[src/rtl/rom_axb_if.sv]
// Read bus for the A x B product ROM: packed operand address, two read
// qualifiers and the registered product returned by the ROM.
interface rom_axb_if;
    logic [7:0] address;
    logic       read_one;
    logic       read_two;
    logic [7:0] data;

    modport master (
        output address,
        output read_one,
        output read_two,
        input  data
    );

    modport slave (
        input  address,
        input  read_one,
        input  read_two,
        output data
    );
endinterface

[src/rtl/rom_axb.sv]
// 256 x 8 constant ROM holding the 4-bit x 4-bit unsigned multiplication table.
// Output is registered; a read needs both qualifiers high, otherwise it returns zero.
module rom_axb (
    input  logic      clk,
    input  logic      rst_n,
    rom_axb_if.slave  bus
);
    logic [7:0] w_rom [256];
    logic       w_rd;
    logic [7:0] r_data;

    // Each entry is a compile-time constant, so this folds into a plain lookup table.
    generate
        for (genvar gi = 0; gi < 256; gi++) begin : g_rom
            localparam logic [7:0] LP_A = 8'(gi / 16);
            localparam logic [7:0] LP_B = 8'(gi % 16);
            assign w_rom[gi] = LP_A * LP_B;
        end
    endgenerate

    assign w_rd = bus.read_one & bus.read_two;

    always_ff @(posedge clk or negedge rst_n) begin
        if (!rst_n) begin
            r_data <= 8'h00;
        end else if (w_rd) begin
            r_data <= w_rom[bus.address];
        end else begin
            r_data <= 8'h00;
        end
    end

    assign bus.data = r_data;
endmodule

[src/flat_wrapper.sv]
// flat-port wrapper written by rule: the top's interface ports become plain ports
module rom_axb_flat 
  (clk, rst_n, bus_address, bus_read_one, bus_read_two, bus_data);
  rom_axb_if bus_i ();
  input  logic clk;
  input  logic rst_n;
  input wire logic [$bits(bus_i.address)-1:0] bus_address;
  input wire logic [$bits(bus_i.read_one)-1:0] bus_read_one;
  input wire logic [$bits(bus_i.read_two)-1:0] bus_read_two;
  output wire logic [$bits(bus_i.data)-1:0] bus_data;
  assign bus_i.address = bus_address;
  assign bus_i.read_one = bus_read_one;
  assign bus_i.read_two = bus_read_two;
  assign bus_data = bus_i.data;
  rom_axb u_core (.clk(clk), .rst_n(rst_n), .bus(bus_i));
endmodule
[config.mk]
export PLATFORM = sky130hd
export DESIGN_NAME = rom_axb_flat
export DESIGN_NICKNAME = d
export VERILOG_FILES = /design/src/rtl/rom_axb_if.sv /design/src/rtl/rom_axb.sv /design/src/flat_wrapper.sv
export SDC_FILE = /design/constraint.sdc
export NUM_CORES = 1
export LEC_CHECK = 0
export ABC_AREA = 1
export CAP_MARGIN = 20
export CORE_MARGIN = 2
export CORE_UTILIZATION = 45
export CTS_CLUSTER_DIAMETER = 30
export DETAILED_ROUTE_END_ITERATION = 8
export HOLD_SLACK_MARGIN = 0.05
export PLACE_DENSITY = 0.74
export SLEW_MARGIN = 20
export SYNTH_ARGS = -nofsm -noshare
export SYNTH_HDL_FRONTEND = slang
export SYNTH_SLANG_ARGS = --single-unit
[constraint.sdc]
create_clock -name clk -period 0.8 [get_ports clk]
set_input_delay 0.12 -clock clk [delete_from_list [all_inputs] [get_ports clk]]
set_output_delay 0.12 -clock clk [all_outputs]
set_load 0.01 [all_outputs]
* Word-level counts from Yosys, hierarchy flattened
Memory sizes are Yosys's and may differ from the RTL's.
Cells that the tools add are included.
** Word-level totals
- Register bits :: 8
- Bits in read-only memories :: 2048
- Bits of input ports :: 12
- Output and inout bits :: 8
- Word-level logic and storage cells :: 8
- Memories kept :: 1
** Memory list
- (no name shown) :: depth 256, width 8, read ports 1, clocked after Yosys merged registers in 0, wr ports 0, line rom_axb.sv:27 : r_data <= w_rom[bus.address];
** Operators by class
- $lt $le $gt $ge :: 1
- Mux-type cells :: 3
- Bitwise logic cells :: 2
** Operators by type and width (number)
- $mux 8 :: 3
- $ge 9x9->1 const B :: 1
- $not 8->9 :: 1
- $and 1x1->1 :: 1

* Depth between registers and ports, before layout
- Depth after elaboration :: 5
- Mapped depth :: 14
- Depth with buffers taken out :: 13

* Least setup slack after synthesis
Ideal clock, no wire load.
- Path type :: in2reg
- From :: input bus_address[1]
- To :: register u_core.r_data[3], in the netlist u_core.bus.data[3]
- Library setup time :: 117 ps
- Data arrival time :: 1253 ps
- Data required time :: 683 ps
- Slack :: -570 ps
- Stages :: 10
- Path buffers :: 0
- Path through :: inv_1 -> ha_1 -> nand2_1 -> nand3_1 -> nand2_1 -> nand2_1 -> a21oi_1 -> o21ai_0 -> nand3_1 -> nand2_1
** On the way
- Word-level cells in the longest chain between the ends :: 5
** RTL lines
- start, declared :: line flat_wrapper.sv:7 : input wire logic [$bits(bus_i.address)-1:0] bus_address;
- $not 8->9 (not written as such) :: line rom_axb.sv:27
- $mem_v2 256x8
- $mux 8 (not written as such) (2 in series) :: line rom_axb.sv:27
- $mux 8 :: line rom_axb.sv:26 : end else if (w_rd) begin
- end signal, assigned :: line rom_axb.sv:27
- end, declared :: line rom_axb.sv:10 : logic [7:0] r_data;
No other way between the ends. The select of a mux whose other input is x is not followed.

* Final worst setup path
- From :: input bus_address[1]
- To :: register u_core.r_data[4], in the netlist u_core.bus.data[4]
Same word-level chain as after synthesis.

==> metrics.md <==
| Metric | Value |
|---|---|
| Overall power | 1.920 mW |
| CTS buffer count | 3 |
| CP Max Fanout | 10 |
| Avg WL per Cell | 13.84 um |
| Final Slew Violations | 0 |
| Die height | 60.82 um |
| Die area | 0.003698 mm2 |
| DRC violations left | 0 |
| Final period util | 152.4% |
| CTS sink count | 8 |
| Mapped cell area | 0.001453 mm2 |
| Area of the multi-input gates | 0.001232 mm2 |
| Hold WS | 0.1424 ns |
| Worst IR Drop VDD | 0.0003815 V |
| Final WL | 5162 um |
| Vias in the first global route | 1944 |
| Post-DP HPWL | 3531 um |
| Reg area | 200.2 um2 |
| CP Class | primary input to flop |
| Synthesized flop and latch total | 8 |
| Layout Area Growth over Synthesis | 58.14% |
| Gpl congestion | 0.9348 |
| Most frequent cells in the layout | 77 x nand2_1, 48 x buf_4, 26 x nand3_1 |
| Vias | 2070 |
| FMAX | 0.8205 GHz |
| Mapped Cells | 260 |
| Critical Path RT | 0.94 ns |
| Status | finished with violations |
| Synth Warn # | 0 |
| Largest net degree at the start of global routing | 21 |
| Final nets | 355 |
| Fillers | 236 |
| Critical Path AT | 1.36 ns |
| First-pass GRT wire length | 8569 um |
| CTS root buf | clkbuf_4 |
| Router iterations before antenna repair | 5 |
| Vias per inst | 5.550 |
| Core area | 0.003053 mm2 |
| PnR worst setup slack | -0.4188 ns |
| Initial core utilization | 47.58% |
| Drt initial violations | 165 |
| CTS tree | yes |
| Antenna violations before repair | 0 |
| Cell variety after synth | 28 |
| Share of cells above drive strength 1 | 37.99% |
| Largest register FFs | 8 |
| HP Class | primary input to asynchronous set/reset pin |
| Register area share after synthesis | 13.78% |
| Final Hold Viols | 0 |
| Unrepaired setup endpoints after global routing | yes |
| Syn Nets | 284 |
| Crit. End Element | flop |
| Worst-path clk slew | 0.05 ns |
| IO buf count | 19 |
| Antenna viol nets, final | 0 |
| Cell leakage power | 1.183 nW |
| Max-slew headroom | 77.68% |
| Rows | 20 |
| Failing checks | setup timing |
| Power density over cell area | 835.8 mW/mm2 |
| Max cap viols | 0 |
| Clk buf depth | 2 |
| H-tree depth | 1 |
| Final min period | 1.219 ns |
| Pre-CTS setup slack | -1.161 ns |
| Ant. Diodes | 0 |
| Grt ovf | 0 |
| Final setup vio count | 15 |
| Commonest non-fill, non-tap cell in the layout | nand2_1 |
| Critical path startpoint category | primary input |
| Chip width | 60.82 um |
| I/O pin cnt | 20 |
| Worst slew pin tran | 0.3337 ns |
| GR Util All Layers | 30.03% |
| Syn Area/Cell | 5.587 um2 |
## routing by layer
layer | vias to the layer above | share of wire [%] | track usage (%) | wire length (um)
met3 | 28 | 10 | 3.838 | 542
met5 | - | 0 | 0 | 0
li1 | 1006 | - | - | -
met2 | 131 | 47 | 51.46 | 2412
met4 | 0 | 3.5 | 11.80 | 182
met1 | 905 | 39 | 38.04 | 2024
## cell families (layout without fill, tap and decap cells)
family,after synthesis,count (layout),synth area share [%]
AOI/OAI and AO/OA,52,52,19.55
adders and majority gates,12,12,10.34
buffers and inverters,40,109,12.92
DFF,8,8,13.78
muxes,1,1,0.6891
and+or+nand+nor,147,147,42.72
## critical path, stage by stage
cell	delay, ns
buf_8	0.10
buf_6	0.15
ha_2	0.21
o21ai_1	0.22
nand2_1	0.12
o21ai_1	0.12
o21ai_2	0.08
nand2_1	0.09
nand2_1	0.06
nand2_1	0.05
inv_1	0.03
## final timing paths
| kind | from | to | slack [ns] | cells after the start |
|---|---|---|---|---|
| min in group clk | bus_read_one | u_core.bus.data[1] | 0.34 | 4 |
| max in group asynchronous | rst_n | u_core.bus.data[7] | 0.41 | 1 |
| min | rst_n | u_core.bus.data[3] | 0.14 | 1 |
| max | bus_address[1] | u_core.bus.data[4] | -0.42 | 11 |
## where the power goes
group / switching (mW) / internal [mW] / total (mW)
clock network: 0.117 / 0.170 / 0.288
logic: 0.664 / 0.537 / 1.20
registers: 0.00497 / 0.426 / 0.431
## metrics by stage
| stage | instance area (um2) | setup TNS (ns) | util [%] | instances |
|---|---|---|---|---|
| 6_report | 2297 | -2.805 | 75.25 | 373 |
| 3_5_place_dp | 2057 | -9.145 | 67.38 | 362 |
| 5_1_grt | 2297 | -3.631 | 75.25 | 373 |
| 2_1_floorplan | 1489 | -2.472 | - | 260 |
| 4_1_cts | 2223 | -2.544 | 72.83 | 372 |
| 3_3_place_gp | 2057 | -8.870 | 67.38 | 362 |
## synthesized netlist by cell type (all sizes together)
master / instances / area, um2
o211ai: 4 / 30.03
nand3: 30 / 150.1
inv: 25 / 96.35
o21ai: 18 / 90.09
mux2i: 1 / 10.01
nor3: 4 / 20.02
or2: 1 / 6.260
nand2: 89 / 341.6
clkinv: 1 / 3.750
a31oi: 4 / 25.02
nor2: 18 / 70.07
clkbuf: 3 / 11.26
buf: 11 / 76.32
dfrtp: 8 / 200.2
nand4: 4 / 25.02
o2111ai: 1 / 8.760
a21oi: 23 / 115.1
nand3b: 1 / 7.510
a211oi: 2 / 15.01
ha: 12 / 150.1
## cell type report
| class | count | area share, % |
|---|---|---|
| well taps | 44 | 2.397 |
| inverters | 26 | 4.902 |
| repair buffers | 80 | 29.36 |
| multi-input cells | 212 | 53.65 |
| flip-flops and latches | 8 | 8.715 |
| clock buffers | 3 | 0.9804 |
## what timing repair did
item                       in CTS  in global routing
hold buffers                    0                  0
buffers inserted                7                  1
resized for setup              98                 20
setup endpoints to repair      16                 16
pin swaps                      28                  9
hold endpoints to repair        0                  0
(Power assumes the default switching activity.)
